--- config.mk ---
export PLATFORM = sky130hd
export DESIGN_NAME = chan_scan_seq_flat
export DESIGN_NICKNAME = d
export VERILOG_FILES = /design/src/rtl/chan_scan_seq_pkg.sv /design/src/rtl/chan_scan_seq_if.sv /design/src/rtl/chan_scan_seq_next_find.sv /design/src/rtl/chan_scan_seq.sv /design/src/flat_wrapper.sv
export SDC_FILE = /design/constraint.sdc
export NUM_CORES = 1
export LEC_CHECK = 0
export BUFFER_PORTS_ARGS = -buffer_cell sky130_fd_sc_hd__buf_2
export CAP_MARGIN = 20
export CORE_MARGIN = 2
export CORE_UTILIZATION = 49
export CTS_BUF_LIST = sky130_fd_sc_hd__clkbuf_4 sky130_fd_sc_hd__clkbuf_8
export DETAILED_ROUTE_END_ITERATION = 7
export PLACE_DENSITY_LB_ADDON = 0.08
export SLEW_MARGIN = 0
export SYNTH_ARGS = -nofsm -noshare
export SYNTH_HDL_FRONTEND = slang
export SYNTH_SLANG_ARGS = --single-unit
--- constraint.sdc ---
create_clock -name clk -period 3.3 [get_ports clk]
set_clock_uncertainty 0.1 [all_clocks]
set_input_delay 0 -clock clk [delete_from_list [all_inputs] [get_ports clk]]
set_output_delay 0 -clock clk [all_outputs]
set_load 0.005 [all_outputs]
--- src/rtl/chan_scan_seq_pkg.sv ---
// Shared constants and state type for the channel scan sequencer.
// Exports NUM_CH, SEL_W and the IDLE/SCAN state enum.
package chan_scan_pkg;
   localparam int NUM_CH = 16;
   localparam int SEL_W  = 4;

   typedef enum logic {
      IDLE,
      SCAN
   } state_t;
endpackage

--- src/rtl/chan_scan_seq_if.sv ---
// Control and channel-select bundle of the scan sequencer.
// master: start/stop/mode/dwell/mask out; slave: sel/a-d/valid/done out.
interface chan_scan_seq_if #(
   parameter int DWELL_W = 8
);
   import chan_scan_pkg::*;

   logic               start;
   logic               stop;
   logic               mode;
   logic [DWELL_W-1:0] dwell;
   logic [NUM_CH-1:0]  mask;
   logic [SEL_W-1:0]   sel;
   logic               a;
   logic               b;
   logic               c;
   logic               d;
   logic               valid;
   logic               done;

   modport master (
      output start, stop, mode, dwell, mask,
      input  sel, a, b, c, d, valid, done
   );

   modport slave (
      input  start, stop, mode, dwell, mask,
      output sel, a, b, c, d, valid, done
   );
endinterface

--- src/rtl/chan_scan_seq_next_find.sv ---
// Priority search over the channel mask: lowest enabled index and the
// lowest enabled index strictly above cur. Ports: mask, cur, from_start in.
module chan_next_find
   import chan_scan_pkg::*;
(
   input  logic [NUM_CH-1:0] mask,
   input  logic [SEL_W-1:0]  cur,
   input  logic              from_start,
   output logic              found,
   output logic [SEL_W-1:0]  first_idx,
   output logic [SEL_W-1:0]  next_idx
);
   logic             above_found;
   logic [SEL_W-1:0] above_idx;

   // Walk downward so the lowest matching index is the last one written.
   always_comb begin
      first_idx   = '0;
      above_idx   = '0;
      above_found = 1'b0;
      for (int i = NUM_CH - 1; i >= 0; i--) begin
         if (mask[i]) begin
            first_idx = SEL_W'(i);
         end
         if (mask[i] && (i > int'(cur))) begin
            above_idx   = SEL_W'(i);
            above_found = 1'b1;
         end
      end
      // From IDLE the search covers the whole mask.
      found    = from_start ? (|mask) : above_found;
      next_idx = from_start ? first_idx : above_idx;
   end
endmodule

--- src/rtl/chan_scan_seq.sv ---
// Channel scan sequencer driving a 4-to-16 decoder through sel/a/b/c/d.
// Ports: clk, rst (sync, active-high), bus (slave modport of chan_scan_seq_if).
module chan_scan_seq
   import chan_scan_pkg::*;
#(
   parameter int DWELL_W = 8
) (
   input  logic            clk,
   input  logic            rst,
   chan_scan_seq_if.slave  bus
);
   state_t             state;
   logic [SEL_W-1:0]   sel_q;
   logic [DWELL_W-1:0] cnt;
   logic               valid_q;
   logic               done_q;
   logic               found;
   logic [SEL_W-1:0]   first_idx;
   logic [SEL_W-1:0]   next_idx;

   chan_next_find u_find (
      .mask       (bus.mask),
      .cur        (sel_q),
      .from_start (state == IDLE),
      .found      (found),
      .first_idx  (first_idx),
      .next_idx   (next_idx)
   );

   always_ff @(posedge clk) begin
      if (rst) begin
         state   <= IDLE;
         sel_q   <= '0;
         cnt     <= '0;
         valid_q <= 1'b0;
         done_q  <= 1'b0;
      end else begin
         done_q <= 1'b0;
         case (state)
            IDLE: begin
               if (!bus.stop && bus.start) begin
                  if (found) begin
                     sel_q   <= next_idx;
                     cnt     <= bus.dwell;
                     valid_q <= 1'b1;
                     state   <= SCAN;
                  end else begin
                     done_q <= 1'b1;
                  end
               end
            end
            SCAN: begin
               if (bus.stop) begin
                  valid_q <= 1'b0;
                  state   <= IDLE;
               end else if (cnt != '0) begin
                  cnt <= cnt - 1'b1;
               end else if (found) begin
                  sel_q <= next_idx;
                  cnt   <= bus.dwell;
               end else if (!bus.mode && (|bus.mask)) begin
                  // Continuous mode wraps to the lowest enabled channel.
                  sel_q <= first_idx;
                  cnt   <= bus.dwell;
               end else begin
                  valid_q <= 1'b0;
                  done_q  <= 1'b1;
                  state   <= IDLE;
               end
            end
            default: state <= IDLE;
         endcase
      end
   end

   assign bus.sel   = sel_q;
   assign bus.a     = sel_q[3];
   assign bus.b     = sel_q[2];
   assign bus.c     = sel_q[1];
   assign bus.d     = sel_q[0];
   assign bus.valid = valid_q;
   assign bus.done  = done_q;
endmodule

--- src/flat_wrapper.sv ---
// flat-port wrapper written by rule: the top's interface ports become plain ports
module chan_scan_seq_flat import chan_scan_pkg::*;
#(
   parameter int DWELL_W = 8
)
  (clk, rst, bus_start, bus_stop, bus_mode, bus_dwell, bus_mask, bus_sel, bus_a, bus_b, bus_c, bus_d, bus_valid, bus_done);
  chan_scan_seq_if #(.DWELL_W(DWELL_W)) bus_i ();
  input  logic clk;
  input  logic rst;
  input wire logic [$bits(bus_i.start)-1:0] bus_start;
  input wire logic [$bits(bus_i.stop)-1:0] bus_stop;
  input wire logic [$bits(bus_i.mode)-1:0] bus_mode;
  input wire logic [$bits(bus_i.dwell)-1:0] bus_dwell;
  input wire logic [$bits(bus_i.mask)-1:0] bus_mask;
  output wire logic [$bits(bus_i.sel)-1:0] bus_sel;
  output wire logic [$bits(bus_i.a)-1:0] bus_a;
  output wire logic [$bits(bus_i.b)-1:0] bus_b;
  output wire logic [$bits(bus_i.c)-1:0] bus_c;
  output wire logic [$bits(bus_i.d)-1:0] bus_d;
  output wire logic [$bits(bus_i.valid)-1:0] bus_valid;
  output wire logic [$bits(bus_i.done)-1:0] bus_done;
  assign bus_i.start = bus_start;
  assign bus_i.stop = bus_stop;
  assign bus_i.mode = bus_mode;
  assign bus_i.dwell = bus_dwell;
  assign bus_i.mask = bus_mask;
  assign bus_sel = bus_i.sel;
  assign bus_a = bus_i.a;
  assign bus_b = bus_i.b;
  assign bus_c = bus_i.c;
  assign bus_d = bus_i.d;
  assign bus_valid = bus_i.valid;
  assign bus_done = bus_i.done;
  chan_scan_seq #(.DWELL_W(DWELL_W)) u_core (.clk(clk), .rst(rst), .bus(bus_i));
endmodule
==> flow_summary.json <==
{
  "clk_latency_ps": 300,
  "vdd_drop_max_uv": 266,
  "hpwl_microns": 3010,
  "gp_congestion": 0.904,
  "maxSlewViolCount": 0,
  "num_vias": 1775,
  "clk_pin_slew_ps": 100,
  "synth_seq_cells": 15,
  "layout.nets": 291,
  "fin_ws_ps": 153,
  "hold_violations": 0,
  "fin_area_sq_um": 1920,
  "drt-total-wl_microns": 4100,
  "place_ws_ps": 557,
  "drive_gt1_share_pct": 24.3,
  "cts_buffers": 3,
  "total_power_uw": 530,
  "cts_max_level": 1,
  "syn_nets": 245,
  "cts-root-buf": "clkbuf_4",
  "crit_fanout": 16,
  "synthDistinctLibCells": 62,
  "rows": 20,
  "ys_seq_area_share_pct": 19.1,
  "areaGrowthSynthToFinish_pct": 22.0,
  "die_y_microns": 60.7,
  "track_usage_pct": 23.4,
  "die-area_sq_um": 3680,
  "first_pass_iters": 4,
  "fin_crit_sh_pct": 95.4,
  "finalCriticalPeriod_ps": 3150,
  "fmax_mhz": 318,
  "cts_tree": "done",
  "fillCellCount": 305,
  "min_path_type": "input port to flip-flop",
  "grt_pass1_vias": 1530,
  "initial_core_util_pct": 51.6,
  "grt_max_degree": 21,
  "die_w_microns": 60.7,
  "setup_violations": 0,
  "end_kind": "flip-flop",
  "syn_inst": 214,
  "relSlewSlack_pct": 61.5,
  "via_per_inst": 5.86,
  "timing_worst_setup_path_type": "flip-flop to flip-flop",
  "p_per_area_nw_per_um2": 276,
  "yosysWarnings": 0,
  "clock_path_buffers": 2,
  "wl_per_cell_microns": 13.5,
  "antenna_found_initial": 0,
  "clock-sinks": 15,
  "synth_area_sq_um": 1580,
  "start_kind": "flip-flop",
  "final_common_cell": "buf_2",
  "io_pins": 39,
  "setup_tns_ps": 0,
  "grt_overflow_total": 0,
  "p_leak_nw": 0.785,
  "synth_edf_count": 0,
  "status": "finished clean",
  "final_antenna_net_count": 0,
  "design.core.area_sq_um": 3050,
  "synth_area_per_cell_sq_um": 7.36,
  "placed_area_sq_um": 1760,
  "synth_ff_type": "dfxtp_1",
  "drv_cap": 0,
  "critPathArrivalTime_ps": 3240,
  "grt_pass1_wl_microns": 6640,
  "io_buffers": 38,
  "cp_data_required_time_ps": 3390,
  "drc_errors": 0,
  "initialDrtViolationCount": 163,
  "tightest_slew_ps": 563,
  "rsz0062_at_grt": "no",
  "final_cell_mix": "buf_2, nor2_1, a21oi_1",
  "antenna_cells": 0,
  "async_reset_ff_share_pct": 0
}
[power breakdown]
| part | internal [mW] | switching (mW) |
|---|---|---|
| Sequential | 0.193 | 0.0233 |
| Combinational | 0.0959 | 0.105 |
| Clock | 0.0453 | 0.0681 |
[Yosys cell counts, drive strengths merged (2+ instances only)]
library cell	count	share of area, %
a21oi	25	7.9
nor2	25	6.0
dfxtp	15	19
inv	11	2.6
o21ai	11	3.5
buf	10	4.6
nand2b	9	3.6
nor3	8	2.5
nand2	7	1.7
or2	6	2.5
o32ai	5	2.8
a211oi	4	1.9
clkbuf	4	0.95
nor2b	4	1.6
nor3b	4	1.9
or3	4	1.6
or4	4	1.9
a21boi	3	1.4
a31oi	3	1.2
nand3b	3	1.4
o21a	3	1.4
o31ai	3	1.4
o41ai	3	3.3
a2bb2oi	2	1.1
a311oi	2	1.1
ha	2	1.6
nand3	2	0.64
nor4	2	1.7
nor4b	2	1.1
o21bai	2	0.95
o22ai	2	1.2
o311ai	2	1.1
or3b	2	1.1
[stage by stage]
step | std cells | utilization [%] | hold WS, ps
after floorplan | 214 | - | 63.9
after global placement | 286 | 57.7 | 214
after detailed placement | 286 | 57.7 | 204
after CTS | 303 | 62.9 | 17.7
after global routing | 303 | 63.0 | 54.3
final | 303 | 63.0 | 29.6
[flip-flops by register name, summed over array words and instances (netlist names)]
signal,flops
u_core.bus.valid,1
u_core.bus.sel,4
u_core.state,1
u_core.bus.done,1
u_core.cnt,8
[timing repair]
action                                  CTS  global route
endpoints found under the setup margin    0             1
endpoints found under the hold margin    13             0
hold buffers                             13             0
resized for setup                         0             1
buffers inserted                          0             0
[area by class of cell]
cell class | instances | area [sq um] | share of cell area [%]
Timing Repair Buffer | 55 | 350 | 18.2
Clock inverter | 1 | 5.00 | 0.260
Multi-Input combinational cell | 174 | 1150 | 59.6
Inverter | 11 | 41.3 | 2.15
Sequential cell | 15 | 302 | 15.7
Tap cell | 44 | 55.1 | 2.86
Clock buffer | 3 | 22.5 | 1.17
[worst max-delay path, cell delays in order, from the launching register on]
cell	delay, ps
dfxtp_1	660
nand2_1	180
o22ai_2	220
or4b_4	530
or2_4	280
o311ai_0	370
a21oi_1	110
dlygate4sd3_1	570
[path summary, 6_finish.rpt]
check                           slack (ps)  cells after the start                             to                           start
worst max-delay path                   150                      7  u_core.bus.valid$_SDFFE_PP0P_  u_core.bus.sel[2]$_SDFFE_PP0P_
worst min-delay path                    30                      4     u_core.bus.done$_SDFF_PP0_                       bus_start
worst min register to register         410                      2     u_core.cnt[6]$_SDFFE_PP0P_      u_core.cnt[6]$_SDFFE_PP0P_
worst max register to register         150                      7  u_core.bus.valid$_SDFFE_PP0P_  u_core.bus.sel[2]$_SDFFE_PP0P_
[metal layers]
layer	routed length, microns	part of all wire [%]	global-route usage, %	vias to the layer above
li1	-	-	-	899
met1	1880	46	29.5	831
met2	2020	49	42.5	40
met3	146	3.6	1.28	5
met4	51	1.2	7.45	0
met5	0	0	0	-
[cells by family (layout without fill, tap and decap cells)]
kind of cell	after synthesis	after routing	share of synthesized area, %
AOI/OAI and AO/OA	85	85	39.3
buffers and inverters	25	70	8.18
and+or+nand+nor	87	87	31.9
DFF	15	15	19.1
adders and majority gates	2	2	1.59
Note: power is estimated with default switching activity, not from simulation.
